<file path="config.mk">
export PLATFORM = sky130hd
export DESIGN_NAME = wb_pipe
export DESIGN_NICKNAME = d
export VERILOG_FILES = /design/src/rtl/wb_pipe.sv
export SDC_FILE = /design/constraint.sdc
export NUM_CORES = 1
export LEC_CHECK = 0
export BUFFER_PORTS_ARGS = -buffer_cell sky130_fd_sc_hd__buf_4
export CELL_PAD_IN_SITES_DETAIL_PLACEMENT = 1
export CELL_PAD_IN_SITES_GLOBAL_PLACEMENT = 2
export CORE_ASPECT_RATIO = 1.4
export CORE_MARGIN = 5
export CORE_UTILIZATION = 24
export CTS_CLUSTER_SIZE = 40
export DETAILED_ROUTE_END_ITERATION = 16
export GPL_TIMING_DRIVEN = 0
export PLACE_DENSITY = 0.95
export SKIP_CTS_REPAIR_TIMING = 1
export SLEW_MARGIN = 20
export SYNTH_ARGS = -nofsm -noshare
export SYNTH_HDL_FRONTEND = slang
export SYNTH_SLANG_ARGS = --single-unit
</file>
<file path="constraint.sdc">
create_clock -name clk -period 2.9 [get_ports clk]
set_clock_uncertainty 0.2 [all_clocks]
set_input_delay 0.29 -clock clk [delete_from_list [all_inputs] [get_ports clk]]
set_output_delay 0.29 -clock clk [all_outputs]
set_load 0.05 [all_outputs]
</file>
<file path="src/rtl/wb_pipe.sv">
// -----------------------------------------------------------------------------
// wb_pipe -- write-back stage register of an in-order pipeline.
//
// Selects one of NSRC result sources coming out of the MEM stage, registers
// it together with the destination register and write enable, and presents
// the registered entry to the register file. A forwarding port compares a
// read address against the pending write so earlier stages can bypass the
// register file. A 16-bit counter tracks how many register writes retired.
//
// Parameters
//   WIDTH  data width
//   NSRC   number of write-back sources
//   SELW   width of the source select
//   REGW   register-address width
//
// Ports
//   clk        in   1           sole clock, all state on rising edge
//   rst        in   1           synchronous active-high reset
//   in_valid   in   1           MEM stage presents an instruction
//   stall      in   1           hold WB register contents
//   flush      in   1           kill the entry being captured
//   src_data   in   NSRC*WIDTH  packed sources, source k at [k*WIDTH +: WIDTH]
//   src_sel    in   SELW        source index
//   in_rd      in   REGW        destination register
//   in_we      in   1           instruction writes the register file
//   rs_addr    in   REGW        forwarding query address
//   out_valid  out  1           WB entry valid
//   wbdata     out  WIDTH       write-back data (registered)
//   wbreg      out  REGW        write-back register (registered)
//   wbwe       out  1           register-file write enable
//   fwd_hit    out  1           query matches the pending write
//   fwd_data   out  WIDTH       forwarded value, zero when no hit
//   wb_count   out  16          retired-write counter, wraps silently
//
// Transfer semantics: in_valid qualifies the MEM-side payload (src_data,
// src_sel, in_rd, in_we) on every rising edge where the stage is not held;
// there is no ready signal. stall is the only back-pressure: while it is
// high the MEM stage must keep its payload and the WB entry does not move.
// out_valid qualifies wbdata/wbreg; wbwe is never high for an invalid entry.
// Event priority on an edge: rst > flush > stall > capture.
// -----------------------------------------------------------------------------
module wb_pipe #(
   parameter int WIDTH = 16,
   parameter int NSRC  = 4,
   parameter int SELW  = 2,
   parameter int REGW  = 3
) (
   input  logic                    clk,
   input  logic                    rst,
   input  logic                    in_valid,
   input  logic                    stall,
   input  logic                    flush,
   input  logic [NSRC*WIDTH-1:0]   src_data,
   input  logic [SELW-1:0]         src_sel,
   input  logic [REGW-1:0]         in_rd,
   input  logic                    in_we,
   input  logic [REGW-1:0]         rs_addr,
   output logic                    out_valid,
   output logic [WIDTH-1:0]        wbdata,
   output logic [REGW-1:0]         wbreg,
   output logic                    wbwe,
   output logic                    fwd_hit,
   output logic [WIDTH-1:0]        fwd_data,
   output logic [15:0]             wb_count
);

   // --------------------------------------------------------------------------
   // State
   // --------------------------------------------------------------------------
   logic             valid_q, valid_d;
   logic             we_q,    we_d;
   logic [WIDTH-1:0] data_q,  data_d;
   logic [REGW-1:0]  reg_q,   reg_d;
   logic [15:0]      count_q, count_d;

   // --------------------------------------------------------------------------
   // Source mux
   // --------------------------------------------------------------------------
   logic [WIDTH-1:0] selected;
   logic [31:0]      sel_ext;

   // The select is widened before comparing so that, when NSRC exceeds
   // 2**SELW, high source indices never alias onto low ones; any select
   // value without a matching source yields zero.
   always_comb begin
      selected = '0;
      sel_ext  = 32'(src_sel);
      for (int k = 0; k < NSRC; k++) begin
         if (sel_ext == 32'(k)) begin
            selected = src_data[k*WIDTH +: WIDTH];
         end
      end
   end

   // --------------------------------------------------------------------------
   // Next-state logic
   // --------------------------------------------------------------------------
   logic capture;
   logic retire;

   assign capture = !flush && !stall;
   assign retire  = capture && in_valid && in_we;

   always_comb begin
      valid_d = valid_q;
      we_d    = we_q;
      data_d  = data_q;
      reg_d   = reg_q;
      count_d = count_q;

      if (flush) begin
         // Only the qualifiers are cleared; the payload is left as-is since
         // nothing downstream looks at it while out_valid is low.
         valid_d = 1'b0;
         we_d    = 1'b0;
      end else if (!stall) begin
         valid_d = in_valid;
         we_d    = in_we;
         data_d  = selected;
         reg_d   = in_rd;
      end

      // Counts writes entering WB; natural 16-bit overflow gives the wrap.
      if (retire) begin
         count_d = count_q + 16'd1;
      end
   end

   // --------------------------------------------------------------------------
   // Registers
   // --------------------------------------------------------------------------
   always_ff @(posedge clk) begin
      if (rst) begin
         valid_q <= 1'b0;
         we_q    <= 1'b0;
         data_q  <= '0;
         reg_q   <= '0;
         count_q <= '0;
      end else begin
         valid_q <= valid_d;
         we_q    <= we_d;
         data_q  <= data_d;
         reg_q   <= reg_d;
         count_q <= count_d;
      end
   end

   // --------------------------------------------------------------------------
   // Outputs
   // --------------------------------------------------------------------------
   // wbdata comes straight from a flop, so src_data never reaches it
   // combinationally.
   assign out_valid = valid_q;
   assign wbdata    = data_q;
   assign wbreg     = reg_q;
   assign wb_count  = count_q;

   assign wbwe      = valid_q && we_q;
   assign fwd_hit   = wbwe && (rs_addr == reg_q);
   assign fwd_data  = fwd_hit ? data_q : '0;

endmodule
</file>
Word-level counts from Yosys, hierarchy flattened
Cells that the tools add are included.
{"block": "word_totals", "register_bits": 37, "inputBits": 78, "out_inout_bits": 54, "elab_cells": 27}
{"block": "classes", "n_addsub": 1, "eq_ne": 4, "n_mux": 5, "n_bitwise": 2, "n_reduce_logical": 10}
{"cell": "$mux W16", "count": 5}
{"cell": "$add A16 B1 Y16 const B", "count": 1}
{"cell": "$logic_and A1 B1 Y1", "count": 5}
{"cell": "$eq A2 B2 Y1 const B", "count": 2}
{"cell": "$eq A3 B3 Y1", "count": 1}
{"cell": "$eq A2 B1 Y1 const B", "count": 1}
{"cell": "$logic_not A1 Y1", "count": 2}
{"cell": "$logic_not A2 Y1", "count": 1}
{"cell": "$not A1 Y1", "count": 2}
{"cell": "$reduce_and A2 Y1", "count": 1}
{"cell": "$reduce_or A2 Y1", "count": 1}

Logic depth before layout (Yosys ltp)
{"block": "logic_depth", "depth_word": 5, "mapped_depth": 6}

Worst setup path before layout
Ideal clock, no wire load.
{"block": "synth_timing", "kind": "flip-flop to output port", "from": "reg valid_q, in the netlist out_valid", "to": "out fwd_data[10]", "arrival_ps": 2727, "required_time_ps": 2410, "path_slack_ps": -317, "stages_incl_launch_ff": 6, "n_path_buf": 1, "cell_sequence": "dfxtp_1 and2_1 nand2_1 nor3_1 clkbuf_1 and2_1"}
{"block": "synth_via", "elab_chain_len": 3}
{"item": "start: declaration", "line_no": "70", "source": "logic valid_q, valid_d;"}
{"item": "start signal: assignment", "line_no": "140", "source": "valid_q <= valid_d;"}
{"item": "$logic_and A1 B1 Y1", "line_no": "158", "source": "assign wbwe = valid_q && we_q;"}
{"item": "via wbwe", "line_no": "61", "source": "output logic wbwe,"}
{"item": "$logic_and A1 B1 Y1", "line_no": "159", "source": "assign fwd_hit = wbwe && (rs_addr == reg_q);"}
{"item": "via fwd_hit", "line_no": "62", "source": "output logic fwd_hit,"}
{"item": "$mux W16", "line_no": "160", "source": "assign fwd_data = fwd_hit ? data_q : '0;"}
{"item": "end: declaration", "line_no": "63", "source": "output logic [WIDTH-1:0] fwd_data,"}
The timed path passes the listed nets, and every way through them passes these cells.

Worst setup path in the final report
{"block": "layout_timing", "from": "reg reg_q[1], in the netlist wbreg[1]", "to": "out fwd_data[11]"}
{"block": "layout_via", "elab_chain_len": 3}
{"item": "start: declaration", "line_no": "73", "source": "logic [REGW-1:0] reg_q, reg_d;"}
{"item": "start signal: assignment", "line_no": "143", "source": "reg_q <= reg_d;"}
{"item": "$eq A3 B3 Y1", "line_no": "159"}
{"item": "$logic_and A1 B1 Y1", "line_no": "159"}
{"item": "$mux W16", "line_no": "160"}
Every way passes these cells.

==> impl_metrics.env <==
export IMPL_place_hpwl_um=5875
export IMPL_drc=0
export IMPL_die_area_um2=10350
export IMPL_vias=2139
export IMPL_worstSetupPathType="flop to primary output"
export IMPL_antenna_left=0
export IMPL_wire_per_inst_um=15.22
export IMPL_tritoncts="done"
export IMPL_htreeDepth=2
export IMPL_hold_class="input port to flop"
export IMPL_dpl_worst_slack_ns=0.4328
export IMPL_drive_gt1_share_pct=46.20
export IMPL_grt_overflow=0
export IMPL_setup_slack_ns=0.5004
export IMPL_synth_area_um2=2014
export IMPL_finalWeightedCongestion=0.7420
export IMPL_die_x_um=87.43
export IMPL_p_leak_nw=1.432
export IMPL_switching_share_pct=24.72
export IMPL_diodes=0
export IMPL_coreArea_um2=8198
export IMPL_peakVddDrop_mv=0.1924
export IMPL_grt_pass1_wl_um=11640
export IMPL_routed_via_density=4.681
export IMPL_cp_num_buf_inv=2
export IMPL_clockPowerShare_pct=41.3
export IMPL_end_kind="primary output"
export IMPL_critPathMaxFanout=10
export IMPL_synth_top_cell_by_area="dfxtp_1"
export IMPL_synth_edf_count=0
export IMPL_crit_family="simple AND/OR/NAND/NOR gates"
export IMPL_combinationalPowerShare_pct=19.2
export IMPL_slowest_stage="dfxtp_1"
export IMPL_drtIter0Drc=21
export IMPL_tightest_slew_ns=0.6481
export IMPL_cap_violations=0
export IMPL_startpoint_type="flop"
export IMPL_finalSetupViolations=0
export IMPL_ys_types=33
export IMPL_p_seq_share_pct=39.5
export IMPL_synth_top_cell_area_share_pct=36.77
export IMPL_postSynth_asyncResetShare_pct=0
export IMPL_fin_area_um2=3268
export IMPL_track_usage_pct=13.99
export IMPL_ys_flop_type="dfxtp_1"
export IMPL_ios=132
export IMPL_min_period_ns=2.400
export IMPL_antenna_found_initial=0
export IMPL_start_util_pct=24.57
export IMPL_synthTopCellsByArea="dfxtp_1 37%, mux4_2 18%, nand2_1 8.4%"
export IMPL_routed_wirelength_um=6956
export IMPL_outcome="complete, no violations"
export IMPL_switching_power_mw=0.3363
export IMPL_rrSetupSlack_ns=0.92
export IMPL_clock_root_buffer="clkbuf_16"
export IMPL_finalNonFillerCells=457
export IMPL_first_global_vias=2450
export IMPL_die_h_um=118.4
export IMPL_cts_sinks=37
export IMPL_yosys_top_cells_count="45 x nand2_1, 37 x dfxtp_1, 26 x a21oi_1, 19 x and2_1, 16 x mux4_2"
export IMPL_synth_area_per_cell_um2=9.198
export IMPL_final_setup_tns_ns=0
export IMPL_synth_most_common_cell="nand2_1"
export IMPL_slew_headroom_pct=56.63
export IMPL_yosysSeqAreaShare_pct=36.77
export IMPL_clock_latency_ns=0.27
export IMPL_port_buffers=128
export IMPL_arrival_ns=1.91
export IMPL_fin_crit_sh_pct=82.75
export IMPL_clock_path_buffers=2
export IMPL_rsz0062_at_grt="false"
export IMPL_crit_chain="xnor2_1 > nand2_1 > nor3_2 > clkbuf_2 > and2_1 > buf_4"
export IMPL_p_int_mw=1.024
export IMPL_clk_pin_slew_ns=0.05
export IMPL_cts_buffers=5
export IMPL_hold_viol_final=0
export IMPL_fmax_mhz=416.7
export IMPL_cp_required_ns=2.41
export IMPL_yosysWarnings=0
export IMPL_slew_violations=0
export IMPL_power_density_nw_per_um2=416.3
export IMPL_synth_nets=298
export IMPL_max_stage_delay_ns=0.38
export IMPL_placed_cell_area_um2=3105
export IMPL_grt_max_degree=12
export IMPL_synthToLayoutAreaGrowth_pct=62.24
export IMPL_drtPass1Iterations=4
export IMPL_fin_nets=433
export IMPL_synth_seq_cells=37
export IMPL_rows=39
export IMPL_syn_instance_count=219
export IMPL_dp_cells=449
path summary, 6_finish.rpt:
check | start | to | cells after the start
max | wbreg[1] | fwd_data[11] | 6
min | flush | out_valid | 2
max reg2reg | wb_count[2] | wb_count[15] | 4
min reg2reg | wbdata[1] | wbdata[1] | 2
cell usage in the layout (no fill, tap or decap), drive strengths merged, types with 2 or more instances in the layout:
cell type  count
buf          133
nand2         45
dfxtp         37
a21oi         26
and2          19
mux4          16
clkbuf        16
nor2          10
xor2           7
nand3          7
o21ai          5
or3            5
nand4          5
xnor2          4
nor3           3
inv            2
mux2i          2
or4            2
kinds of logic after synthesis:
logic type | share of synthesized area (%)
muxes | 19.44
buffers and inverters | 3.665
AOI/OAI and AO/OA | 8.074
adders and majority gates | 0.6210
xor gates and xnor gates | 4.782
and+or+nand+nor | 26.65
DFF | 36.77
state kept, by name (all words and copies together), names as in the netlist:
register	flops
out_valid	1
wbreg	3
wbdata	16
wb_count	16
we_q	1
cell type report:
type,instances,area (µm²)
clock buffer,7,152.6
buffer,14,67.56
clock inverter,1,5.005
sequential,37,740.7
multi-input combinational,166,1206
fill,980,4930
inverter,2,7.507
tap,102,127.6
timing repair buffer,128,960.9
power by group through the flow:
stage               clock network (mW)  registers, mW  logic, mW
finish                           0.562          0.537      0.261
global route                     0.608          0.539      0.282
CTS                              0.584          0.537      0.265
detailed placement                   0          0.548      0.264
global placement                     0          0.547      0.259
floorplan                            0          0.597     0.0905
metrics by stage:
step           utilization (%)  hold WS, ns  power (mW)
6_report                 39.87      0.02287       1.361
5_1_grt                  39.87      0.02142       1.429
4_1_cts                  39.80      0.01583       1.386
3_5_place_dp             37.88       0.2628      0.8127
3_3_place_gp             37.88       0.2530      0.8059
2_1_floorplan                -       0.1693      0.6879
metal layers:
| metal | vias to the layer above | share of wire, % | track usage (%) |
|---|---|---|---|
| li1 | 1036 | - | - |
| met1 | 1007 | 33 | 13.83 |
| met2 | 90 | 56 | 26.42 |
| met3 | 6 | 9.8 | 5.289 |
| met4 | 0 | 1.3 | 3.743 |
| met5 | - | 0 | 0 |
worst reg2reg max path, cell delays in order, from the launching register on:
cell and delay, ns:
dfxtp_1 0.44, nand4_1 0.19, or4_4 0.59, or3_1 0.36, a21oi_1 0.13
Note: power is estimated with default switching activity, not from simulation.
